[src/rtl/disp_pkg.sv]
// Shared constants and types for the 4-digit multiplexed 7-segment display.
//   NDIGITS  : number of scanned digits
//   DIG_W    : bits per BCD digit
//   SEG_W    : segment bus width ([6]=a ... [0]=g)
//   AN_OFF   : anode pattern with every digit dark (active-low anodes)
//   BCD_MAX  : largest displayable BCD value; anything above is shown dark
package disp_pkg;

  localparam int unsigned NDIGITS = 4;
  localparam int unsigned DIG_W   = 4;
  localparam int unsigned BCD_W   = NDIGITS * DIG_W;
  localparam int unsigned SEG_W   = 7;
  localparam int unsigned IDX_W   = $clog2(NDIGITS);

  localparam logic [NDIGITS-1:0] AN_OFF  = '1;
  localparam logic [DIG_W-1:0]   BCD_MAX = DIG_W'(9);

  typedef logic [DIG_W-1:0] digit_t;
  typedef logic [SEG_W-1:0] seg_t;

  // One displayable value: four BCD digits plus its leading-zero option.
  typedef struct packed {
    logic             blank_lz;
    logic [BCD_W-1:0] bcd;
  } disp_val_t;

  // Digits darkened by leading-zero blanking; digit 0 is never blanked.
  function automatic logic [NDIGITS-1:0] lz_mask(input logic [BCD_W-1:0] bcd,
                                                 input logic             en);
    logic [NDIGITS-1:0] m;
    logic               run;
    m   = '0;
    run = en;
    for (int i = NDIGITS - 1; i > 0; i--) begin
      run  = run && (bcd[i*DIG_W +: DIG_W] == '0);
      m[i] = run;
    end
    return m;
  endfunction

endpackage

[src/rtl/seg_decoder.sv]
// BCD to 7-segment decoder, active-high segments, [6]=a ... [0]=g.
//   digit : BCD value 0..15
//   seg_c : segment pattern (combinational); values above 9 decode to all off
module seg_decoder
  import disp_pkg::*;
(
  input  digit_t digit,
  output seg_t   seg_c
);

  always_comb begin
    seg_c = '0;
    case (digit)
      4'd0:    seg_c = 7'b1111110;
      4'd1:    seg_c = 7'b0110000;
      4'd2:    seg_c = 7'b1101101;
      4'd3:    seg_c = 7'b1111001;
      4'd4:    seg_c = 7'b0110011;
      4'd5:    seg_c = 7'b1011011;
      4'd6:    seg_c = 7'b1011111;
      4'd7:    seg_c = 7'b1110000;
      4'd8:    seg_c = 7'b1111111;
      4'd9:    seg_c = 7'b1111011;
      default: seg_c = '0;
    endcase
  end

endmodule

[src/rtl/display_scan.sv]
// Time-multiplexed scanner for a 4-digit common-anode 7-segment display.
// A new value is taken through a valid/ready handshake into a pending slot
// and only promoted to the displayed value at a frame boundary.
//   clk, rst_n  : clock, asynchronous active-low reset
//   bcd_i       : four BCD digits, [3:0] is the rightmost digit
//   blank_lz_i  : leading-zero blanking, captured together with bcd_i
//   valid_i     : a new value is offered
//   ready_o     : pending slot is free
//   an_o        : active-low digit anodes
//   seg_o       : segment pattern of the scanned digit
//   frame_o     : high during the cycle the scan wraps from digit 3 to 0
module display_scan
  import disp_pkg::*;
#(
  parameter int unsigned REFRESH_DIV = 50000,
  parameter int unsigned GUARD       = 2
) (
  input  logic               clk,
  input  logic               rst_n,
  input  logic [BCD_W-1:0]   bcd_i,
  input  logic               blank_lz_i,
  input  logic               valid_i,
  output logic               ready_o,
  output logic [NDIGITS-1:0] an_o,
  output logic [SEG_W-1:0]   seg_o,
  output logic               frame_o
);

  localparam int unsigned        CNT_W     = $clog2(REFRESH_DIV);
  localparam logic [CNT_W-1:0]   CNT_LAST  = CNT_W'(REFRESH_DIV - 1);
  localparam logic [CNT_W-1:0]   CNT_PRE   = CNT_W'(REFRESH_DIV - 2);
  localparam logic [CNT_W-1:0]   CNT_GUARD = CNT_W'(GUARD);
  localparam logic [IDX_W-1:0]   IDX_LAST  = IDX_W'(NDIGITS - 1);

  logic [CNT_W-1:0]   cnt_q, cnt_d;
  logic [IDX_W-1:0]   idx_q, idx_d;
  disp_val_t          pend_q, pend_d;
  disp_val_t          act_q, act_d;
  logic               ready_d;
  logic [NDIGITS-1:0] an_d;
  seg_t               seg_d;
  logic               frame_d;

  logic               tick;
  logic               wrap;
  digit_t             digs [NDIGITS];
  digit_t             cur_dig;
  logic [NDIGITS-1:0] dark;
  seg_t               seg_c;

  assign tick = (cnt_q == CNT_LAST);
  assign wrap = tick && (idx_q == IDX_LAST);

  // Split the displayed value into digits and flag the ones kept dark.
  always_comb begin
    dark = lz_mask(act_q.bcd, act_q.blank_lz);
    for (int i = 0; i < NDIGITS; i++) begin
      digs[i] = act_q.bcd[i*DIG_W +: DIG_W];
      if (digs[i] > BCD_MAX) dark[i] = 1'b1;
    end
  end

  assign cur_dig = digs[idx_q];

  seg_decoder u_dec (
    .digit (cur_dig),
    .seg_c (seg_c)
  );

  // Next-state: prescaler, digit index, handshake and registered outputs.
  always_comb begin
    cnt_d   = tick ? '0 : cnt_q + CNT_W'(1);
    idx_d   = idx_q;
    pend_d  = pend_q;
    act_d   = act_q;
    ready_d = ready_o;
    an_d    = AN_OFF;
    seg_d   = seg_c;
    // Registered one cycle early so the pulse lines up with the wrap tick.
    frame_d = (cnt_q == CNT_PRE) && (idx_q == IDX_LAST);

    if (tick) idx_d = (idx_q == IDX_LAST) ? '0 : idx_q + IDX_W'(1);

    // Promotion at the frame boundary wins over a same-cycle offer.
    if (wrap && !ready_o) begin
      act_d   = pend_q;
      ready_d = 1'b1;
    end else if (valid_i && ready_o) begin
      pend_d  = '{blank_lz: blank_lz_i, bcd: bcd_i};
      ready_d = 1'b0;
    end

    if ((cnt_q >= CNT_GUARD) && !dark[idx_q]) an_d = ~(NDIGITS'(1) << idx_q);
  end

  always_ff @(posedge clk or negedge rst_n) begin
    if (!rst_n) begin
      cnt_q   <= '0;
      idx_q   <= '0;
      pend_q  <= '0;
      act_q   <= '0;
      ready_o <= 1'b1;
      an_o    <= AN_OFF;
      seg_o   <= '0;
      frame_o <= 1'b0;
    end else begin
      cnt_q   <= cnt_d;
      idx_q   <= idx_d;
      pend_q  <= pend_d;
      act_q   <= act_d;
      ready_o <= ready_d;
      an_o    <= an_d;
      seg_o   <= seg_d;
      frame_o <= frame_d;
    end
  end

endmodule

[config.mk]
export PLATFORM = sky130hd
export DESIGN_NAME = display_scan
export DESIGN_NICKNAME = d
export VERILOG_FILES = /design/src/rtl/disp_pkg.sv /design/src/rtl/seg_decoder.sv /design/src/rtl/display_scan.sv
export SDC_FILE = /design/constraint.sdc
export NUM_CORES = 1
export LEC_CHECK = 0
export CAP_MARGIN = 40
export CORE_ASPECT_RATIO = 1.5
export CORE_UTILIZATION = 56
export DETAILED_ROUTE_END_ITERATION = 16
export PLACE_DENSITY_LB_ADDON = 0.1
export RECOVER_POWER = 50
export SETUP_SLACK_MARGIN = 0.3
export SLEW_MARGIN = 30
export SYNTH_ARGS = -nofsm -noshare
export SYNTH_HDL_FRONTEND = slang
export SYNTH_SLANG_ARGS = --single-unit
[constraint.sdc]
create_clock -name clk -period 2.8 [get_ports clk]
set_clock_uncertainty 0.2 [all_clocks]
set_input_delay 0.84 -clock clk [delete_from_list [all_inputs] [get_ports clk]]
set_output_delay 0.84 -clock clk [all_outputs]
set_load 0.05 [all_outputs]
Word level (Yosys, flattened, before mapping)
Memories as Yosys holds them, arrays and structs flattened. A register that Yosys moved wholly into a read port is not among the register bits.
Index checks and enable logic that the tools add are counted.
{"block": "classes", "magnitude_cmp": 7, "n_reduce_logical": 16, "n_bitwise": 3, "muxes": 14, "mul": 0, "n_addsub": 2, "div_mod_pow": 0, "shifts": 1, "n_eq_ne": 3}
{"op": "equality test 16 bit, second input constant", "n": 2}
{"op": "adder 16 x 1 -> 16 bit, second input constant", "n": 1}
{"op": ">= comparator 16 x 2 -> 1 bit, second input constant", "n": 1}
{"op": "> comparator 4 bit, second input constant", "n": 4}
{"op": "two-way mux 16 bit", "n": 1}
{"op": "logical NOT 4 bit", "n": 3}
{"op": "two-way mux 4 bit", "n": 3}
{"op": "binary-select mux 4 bit (select 2 bit)", "n": 1}
{"op": "logical AND 1 bit", "n": 8}
{"op": "two-way mux 1 bit", "n": 7}
{"op": "NOT 4 bit", "n": 1}
{"op": "left shift 1 x 2 -> 4 bit, first input constant", "n": 1}
{"op": ">= comparator 3 bit, second input constant", "n": 1}
{"op": "logical NOT 1 bit", "n": 3}
{"op": "less-than comparator 2 x 3 -> 1 bit, second input constant", "n": 1}
{"op": "NOT 2 -> 3 bit", "n": 1}
{"op": "adder 2 x 1 -> 2 bit, second input constant", "n": 1}
{"op": "binary-select mux 1 bit (select 2 bit)", "n": 1}
{"op": "equality test 2 bit, second input constant", "n": 1}
{"op": "two-way mux 2 bit", "n": 1}
{"op": "AND reduction 2 bit", "n": 1}
{"op": "nonzero test 2 bit", "n": 1}
{"op": "NOT 1 bit", "n": 1}
{"block": "totals", "in_bits": 20, "ram_bits": 0, "memories": 1, "regBits": 58, "word_cells": 56, "output_inout_bits": 13, "mem_bits_ro": 112, "latch_bits": 0}
{"memory": "(name not given)", "depth": 16, "word_bits": 7, "read_ports": 1, "rd_clocked_by_memory_dff": 1, "wr": 0, "line": "seg_decoder.sv:13", "text": "case (digit)"}

Longest topological paths before layout
Gate-level depths: netlist (run 1).
{"block": "logic_depth", "word_depth": 10, "mapped_depth": 8, "depth_no_buf": 7}

Hierarchy
A second synthesis (run 1) with hierarchy kept.
{"block": "unflattened", "hier_cells": 234, "hier_area_um2": 3026.7}
{"module": "display_scan", "n_inst": 1, "seq_area_each_um2": 1632.8, "cells_per_inst": 206, "area_each_um2": 2807.7}
{"module": "seg_decoder", "n_inst": 1, "seq_area_each_um2": 0.0, "cells_per_inst": 28, "area_each_um2": 219.0}

Worst setup path after synthesis (run 1)
Ideal clock, no wire load.
{"block": "synth_timing", "kind": "reg2reg", "start": "reg cnt_q[13]", "end": "reg act_q[10] in the netlist's numbering", "synth_period_minus_slack_ns": 2.369, "t_required_ns": 2.475, "n_path_buf": 1, "t_arrival_ns": 2.044, "path_stages_with_launch": 6, "setup_ns": 0.125, "slack_ns": 0.431, "path_cell_list": "dfrtp_1 > or4_4 > nor4_4 > nand4_4 > buf_6 > mux2_4"}
{"block": "synth_between", "elab_chain_len": 3}
{"item": "from (decl)", "line": "display_scan.sv:35", "text": "logic [CNT_W-1:0] cnt_q, cnt_d;"}
{"item": "from (signal assigned)", "line": "display_scan.sv:107", "text": "cnt_q <= cnt_d;"}
{"item": "equality test 16 bit", "line": "display_scan.sv:51", "text": "assign tick = (cnt_q == CNT_LAST);"}
{"item": "logical AND 1 bit", "line": "display_scan.sv:52", "text": "assign wrap = tick && (idx_q == IDX_LAST);"}
{"item": "logical AND 1 bit", "line": "display_scan.sv:85", "text": "if (wrap && !ready_o) begin"}
{"item": "to (signal assigned)", "line": "display_scan.sv:110", "text": "act_q <= act_d;"}
{"item": "to (decl)", "line": "display_scan.sv:38", "text": "disp_val_t act_q, act_d;"}
No other way between the ends.
A chain may end at the register's enable or synchronous reset.

Worst setup path after layout (run 1)
{"block": "layout_timing", "start": "reg ready_o", "end": "out ready_o"}
{"item": "from (decl)", "line": "display_scan.sv:23", "text": "output logic ready_o,"}
{"item": "from (signal assigned)", "line": "display_scan.sv:111", "text": "ready_o <= ready_d;"}
No word-level cell between the ends.

==> run metrics, run 1 <==
core box area 0.005125 mm²; number of nets in the synthesized netlist 267; flip-flop and latch area 0.001633 mm²; horizontal die dimension 61.62 µm; critical path start-end classification reg -> out; FP Rows 32; global routing usage summed across all routing layers 21.53%; clock network power share 45.5%; pin count of the biggest net entering global routing 45; number of routed nets with antenna violations 0; multi-input combinational cell area 0.001274 mm²; via count of the first global-routing pass 1981; kind of end point of the critical path output pin; cell with the largest stage delay on the worst path sky130_fd_sc_hd__dfstp_2; prevailing post-synth register cell sky130_fd_sc_hd__dfrtp_1; routed length per instance 14.21 µm; aggregate global routing overflow 0; arrival time at the worst endpoint 1.40 ns; Post-Syn Instances 235; Switch Pwr 0.3955 mW; power density relative to cell area 535.9 mW/mm²; Flop pwr share 50.8%; setup tns final 0 ns; Sink Count 65; class of the tightest hold or removal check reg -> reg; crit-path max FO 3; Bufs and invs on worst path 1; initial cell density of the core 58.25%; cell types occupying the most area after synthesis sky130_fd_sc_hd__dfrtp_1, sky130_fd_sc_hd__mux2_2, sky130_fd_sc_hd__ha_1; Distinct cells, synth 37; depth of the worst register-to-register path 5; Rel. slew slack 22.33%; DRC 0; setup repair after global routing missed its margin false; IO Pins 33; clock root cell sky130_fd_sc_hd__clkbuf_8; Crit. path cell count 1; clock slew seen by the registers of the worst setup and hold paths 0.06 ns; total power after layout 1.937 mW; cell type contributing the most total cell area after synthesis sky130_fd_sc_hd__dfrtp_1; Static Leak 1.648 nW; total length of routed wires 4944 µm; first-pass GRT wire length 8763 µm; die height 91.43 µm; Req. time, crit path 1.76 ns; post-synthesis async set-or-reset flop share 100.0%; number of buffers created by CTS 9; per-instance average area after synthesis 12.70 µm²; max incr delay on CP 0.54 ns; mapped cell area 0.002985 mm²; worst supply voltage drop on vdd 0.4821 mV; first-pass iteration count of the detailed router 4; half-perimeter wire length of the detailed placement result 3614 µm; Setup-failing EPs final 0; outcome completed; count of H-tree levels built during CTS 3; Final Hold Viols 0; kind of cell adding the most delay to the critical path flip-flops; internal power consumption 1.541 mW; Vias per Instance 5.486; max cap viols 0; ordered cell list for the critical path dlygate4sd2_1; Net Sw Frac 20.42%; Iter 0 DRT Violations 44; maximum number of buffers from clock root to sink 2; fraction of synthesized cell area taken by the top area cell type 50.29%; #FFs+latches synth 65; TritonCTS clock tree yes; via count 1909; Worst-Skew Late Latency 0.34 ns; Final Cycle Share 87.15%; number of nets in the finished design 307; highest clock rate 409.8 MHz; fin cells 348; Die ar. 0.005633 mm²; worst hold path stage count 1; final design area excluding fillers 0.003613 mm²; Area growth syn-to-layout 21.04%; EDFF count, synth 0; fraction of layout cells with a size suffix above 1 23.93%; number of synthesis warnings 0; startpoint type of the worst setup path flip-flop; proportion of synthesized chip area in sequential cells 54.69%; IO Port Bufs 32; filler instances 404; number of max-slew violations in the final report 0; relative contribution of combinational cells to total power 3.7%; placed insts 331; Worst Tran Pin Value 1.165 ns; final critical path time including I/O delays and setup 2.440 ns; dpl cell area 0.003383 mm²; antenna diode instance count 0; library cell with the highest instance count after synthesis sky130_fd_sc_hd__dfrtp_1; placer's final routability congestion estimate 0.8114; number of antenna violations at the first check in global routing 0; top cells by count, synth sky130_fd_sc_hd__dfrtp_1, sky130_fd_sc_hd__mux2_2, sky130_fd_sc_hd__nor2_1
[sequential cells by signal (all words and copies together), names as in the netlist]
signal   flops
pend_q      17
ready_o      1
an_o         4
seg_o        7
idx_q        2
act_q       17
cnt_q       16
frame_o      1
[worst reg2reg max path: stages, from the launching register on]
cell	delay, ns
sky130_fd_sc_hd__dfrtp_1	0.40
sky130_fd_sc_hd__or4_4	0.56
sky130_fd_sc_hd__nor4_4	0.31
sky130_fd_sc_hd__nand4_4	0.16
sky130_fd_sc_hd__buf_12	0.20
sky130_fd_sc_hd__mux2_4	0.30
[cells in the final DEF, fill, tap and decap left out, types with 2 or more instances in the layout]
cell type,synthesis,routed
sky130_fd_sc_hd__o21ai_0,11,11
sky130_fd_sc_hd__dlygate4sd2_1,0,13
sky130_fd_sc_hd__xor2_1,6,6
sky130_fd_sc_hd__clkbuf_8,0,10
sky130_fd_sc_hd__nand2_1,7,7
sky130_fd_sc_hd__a21oi_1,7,7
sky130_fd_sc_hd__buf_12,0,2
sky130_fd_sc_hd__mux4_2,4,4
sky130_fd_sc_hd__ha_1,12,12
sky130_fd_sc_hd__inv_1,13,13
sky130_fd_sc_hd__o211ai_1,6,6
sky130_fd_sc_hd__bufinv_16,0,2
sky130_fd_sc_hd__mux2_2,25,25
sky130_fd_sc_hd__nor4_1,3,3
sky130_fd_sc_hd__or3_1,5,5
sky130_fd_sc_hd__nor3_1,5,5
sky130_fd_sc_hd__dfrtp_1,60,60
sky130_fd_sc_hd__nand3_1,8,8
sky130_fd_sc_hd__nand4_1,4,4
sky130_fd_sc_hd__xnor2_1,5,5
sky130_fd_sc_hd__mux2_4,9,9
sky130_fd_sc_hd__clkdlybuf4s50_1,0,18
sky130_fd_sc_hd__dfstp_2,5,5
sky130_fd_sc_hd__nor2_1,18,18
sky130_fd_sc_hd__and3_1,2,2
[final cells by class]
type	instances	share of cell area, %
timing repair buffer	35	9.557
tap	68	2.355
inverter	13	1.350
sequential	65	45.19
multi-input combinational	151	35.25
clock buffer	10	3.809
clock inverter	6	2.493
[layer usage]
metal  global-route usage, %  wire, µm  up-vias
met1                   25.38      2073      935
li1                        -         -      917
met2                   33.78      2521       37
met5                       0         0        -
met4                   13.52       181        0
met3                   5.271       169       20
[power groups by stage]
stage	Sequential (mW)	Combinational (mW)	Clock (mW)
5_1_grt	0.986	0.0815	0.939
6_report	0.983	0.0721	0.881
3_3_place_gp	0.999	0.0721	0
2_1_floorplan	0.994	0.0252	0
4_1_cts	0.983	0.0749	0.908
3_5_place_dp	1.00	0.0748	0
[final timing paths]
| check | from | to | slack (ns) |
|---|---|---|---|
| max in group asynchronous | rst_n | cnt_q[4]$_DFF_PN0_ | 1.09 |
| worst min-delay path | cnt_q[10]$_DFF_PN0_ | cnt_q[10]$_DFF_PN0_ | 0.29 |
| min in group asynchronous | rst_n | seg_o[5]$_DFF_PN0_ | 0.51 |
| worst min register to register | cnt_q[10]$_DFF_PN0_ | cnt_q[10]$_DFF_PN0_ | 0.29 |
| worst max register to register | cnt_q[13]$_DFF_PN0_ | act_q[11]$_DFFE_PN0P_ | 0.55 |
| worst max-delay path | ready_o$_DFFE_PN1P_ | ready_o | 0.36 |
[through the flow]
stage          utilization (%)  setup WS, ns  hold slack [ns]
3_3_place_gp             66.02        0.2651           0.2841
3_5_place_dp             66.02        0.2376           0.2890
2_1_floorplan                -        0.4312           0.2577
5_1_grt                  70.51        0.3277           0.3177
4_1_cts                  70.53        0.3420           0.2559
6_report                 70.51        0.3599           0.2897
[kinds of logic (layout without fill, tap and decap cells)]
family / after synthesis / after routing / share of synthesized area (%)
flip-flops: 65 / 65 / 54.69
AND/OR/NAND/NOR: 62 / 62 / 11.82
multiplexers: 39 / 39 / 17.31
AO/OA/AOI/OAI: 27 / 27 / 5.281
buffers and inverters: 19 / 64 / 2.640
adder cells (fa/ha/maj): 12 / 12 / 5.029
XOR/XNOR: 11 / 11 / 3.227
[repair_timing]
action,CTS,global route
setup endpoints to repair,30,3
gates cloned,0,0
hold buffers,0,0
setup buffers,1,0
resized for setup,13,0
pin swaps,1,1
Note: power is estimated with default switching activity, not from simulation.
==> run 2, diff against run 1 <==
Settings changed: TNS_END_PERCENT set to 1.
==> run 2 against run 1 <==
Register-to-register slack worse by 0.29 ns. Wire length down 0.81%. Worst setup slack worse by 0.26 ns. Critical path depth unchanged. Flip-flop and latch count unchanged. Worst hold slack about the same. Cell count down 0.29%. Fmax down 9.5%. Clock-buffer cell count unchanged. Critical endpoint is now an_o[2]. Largest power group unchanged.
==> run metrics, run 2 (synthesis gave the netlist of run 1 again) <==
final critical path time including I/O delays and setup 2.695 ns (+0.2551 ns); total length of routed wires 4904 µm (-0.81%); depth of the worst register-to-register path 4 (-1); number of antenna violations at the first check in global routing 0 (unchanged); start point of the worst hold path cnt_q[10]$_DFF_PN0_; crit-path max FO 1 (-2); Area growth syn-to-layout 20.96% (about the same); Static Leak 1.625 nW (-1.4%); DRC 0 (unchanged); first-pass GRT wire length 8728 µm (-0.40%); highest clock rate 371.0 MHz (-9.5%); worst supply voltage drop on vdd 0.4826 mV (+0.11%); Vias per Instance 5.464 (-0.39%); via count of the first global-routing pass 1972 (-0.45%); kind of end point of the critical path output pin; class of the tightest hold or removal check reg -> reg; flip-flop and latch area 0.001633 mm² (unchanged); Req. time, crit path 1.76 ns (about the same); Final Hold Viols 0 (unchanged); clock slew seen by the registers of the worst setup and hold paths 0.07 ns (about the same); antenna diode instance count 0 (unchanged); clock root cell sky130_fd_sc_hd__clkbuf_8; commonest non-fill, non-tap cell in the layout sky130_fd_sc_hd__dfrtp_1; Die ar. 0.005633 mm² (unchanged); max incr delay on CP 0.80 ns (+0.26 ns); count of H-tree levels built during CTS 3 (unchanged); max cap viols 0 (unchanged); Hold-fix buffers, CTS 0 (unchanged); filler instances 400 (-0.99%); most frequent cells in the layout sky130_fd_sc_hd__dfrtp_1, sky130_fd_sc_hd__clkdlybuf4s50_1, sky130_fd_sc_hd__mux2_2; horizontal die dimension 61.62 µm (unchanged); pin count of the biggest net entering global routing 45 (unchanged); Worst Tran Pin Value 1.162 ns (-0.002852 ns); Setup-failing EPs final 0 (unchanged); global routing usage summed across all routing layers 21.44% (-0.086 points); worst hold path stage count 1 (unchanged); multi-input combinational cell area 0.001274 mm² (unchanged); Worst-Skew Late Latency 0.35 ns (about the same); Sink Count 65 (unchanged); R2R Path Start cnt_q[13]$_DFF_PN0_; Bufs and invs on worst path 1 (unchanged); number of max-slew violations in the final report 0 (unchanged); placer's final routability congestion estimate 0.8114 (unchanged); core box area 0.005125 mm² (unchanged); routed length per instance 14.13 µm (-0.52%); critical path start-end classification reg -> out; IO Port Bufs 32 (unchanged); cell with the largest stage delay on the worst path sky130_fd_sc_hd__clkdlybuf4s50_1; half-perimeter wire length of the detailed placement result 3614 µm (unchanged); Fin Hold WS 0.2897 ns (+0.000008000 ns); total power after layout 1.938 mW (about the same); FP Rows 32 (unchanged); die height 91.43 µm (unchanged); first-pass iteration count of the detailed router 4 (unchanged); arrival time at the worst endpoint 1.66 ns (+0.26 ns); share of the core filled with cells 70.46% (about the same); kind of cell adding the most delay to the critical path buffers and inverters; outcome completed; final design area excluding fillers 0.003611 mm² (about the same); capture point of the worst reg-to-reg path act_q[11]$_DFFE_PN0P_; number of buffers created by CTS 9 (unchanged); aggregate global routing overflow 0 (unchanged); Rel. slew slack 22.52% (+0.19 points); fraction of layout cells with a size suffix above 1 23.66% (-0.27 points); Final Cycle Share 96.26% (+9.1 points); biggest regs act_q x17, pend_q x17, cnt_q x16; Iter 0 DRT Violations 62 (+41%); number of routed nets with antenna violations 0 (unchanged); initial cell density of the core 58.25% (unchanged); power density relative to cell area 536.7 mW/mm² (+0.15%); startpoint type of the worst setup path flip-flop; internal reg-to-reg setup slack 0.26 ns (-0.29 ns); TritonCTS clock tree yes; Endpoint, Worst Hold cnt_q[10]$_DFF_PN0_; IO Pins 33 (unchanged); dpl cell area 0.003383 mm² (unchanged); setup repair after global routing missed its margin true; via count 1896 (-0.68%); ordered cell list for the critical path clkdlybuf4s50_1; maximum number of buffers from clock root to sink 2 (unchanged); number of nets in the finished design 306 (-0.33%); setup tns final 0 ns (unchanged)
## run 2: cell types whose count changed in the layout (fill, tap and decap cells not counted), sizes merged
cell,previous run,this run
clkdlybuf4s50,18,29
dlygate4sd2,13,1
buf,3,2
dlymetal6s2s,0,1
## run 2: final cells by class
type / count / share of cell area [%]
Inverter: 13 / 1.351
Clock inverter: 6 / 2.495
Multi-Input combinational cell: 151 / 35.27
Clock buffer: 10 / 3.812
Tap cell: 68 / 2.356
Sequential cell: 65 / 45.22
Timing Repair Buffer: 34 / 9.494
## run 2: through the flow
| step | cells | setup WS [ns] |
|---|---|---|
| floorplan | 235 | 0.4312 |
| global placement | 331 | 0.2651 |
| detailed placement | 331 | 0.2376 |
| CTS | 347 | 0.08367 |
| global route | 347 | 0.07453 |
| finish | 347 | 0.1048 |
## run 2: how the worst max path moves through the flow
stage | from | cells after the start | slack, ns | to
final | an_o[2]$_DFF_PN1_ | 1 | 0.10 | an_o[2]
after global placement | cnt_q[13]$_DFF_PN0_ | 4 | 0.27 | act_q[14]$_DFFE_PN0P_
after detailed placement | cnt_q[13]$_DFF_PN0_ | 4 | 0.24 | act_q[11]$_DFFE_PN0P_
after global routing | an_o[2]$_DFF_PN1_ | 1 | 0.07 | an_o[2]
after floorplan | cnt_q[13]$_DFF_PN0_ | 5 | 0.43 | act_q[10]$_DFFE_PN0P_
after CTS | an_o[2]$_DFF_PN1_ | 1 | 0.08 | an_o[2]
## run 2: timing repair
| item | in CTS | in global routing |
|---|---|---|
| endpoints found under the setup margin | 30 | 29 |
| buffers inserted | 0 | 0 |
| resized for setup | 1 | 1 |
## run 2: routing by layer
metal  wire length [µm]  up-vias  global-route usage, %
li1                   -      916                      -
met1               2065      931                  25.57
met2               2522       34                  33.87
met3                159       15                  5.128
met4                155        0                  12.59
met5                  0        -                      0
## run 2: where the power goes
part	internal (mW)	switching, mW
registers	0.968	0.0155
logic	0.0455	0.0267
clock network	0.528	0.355
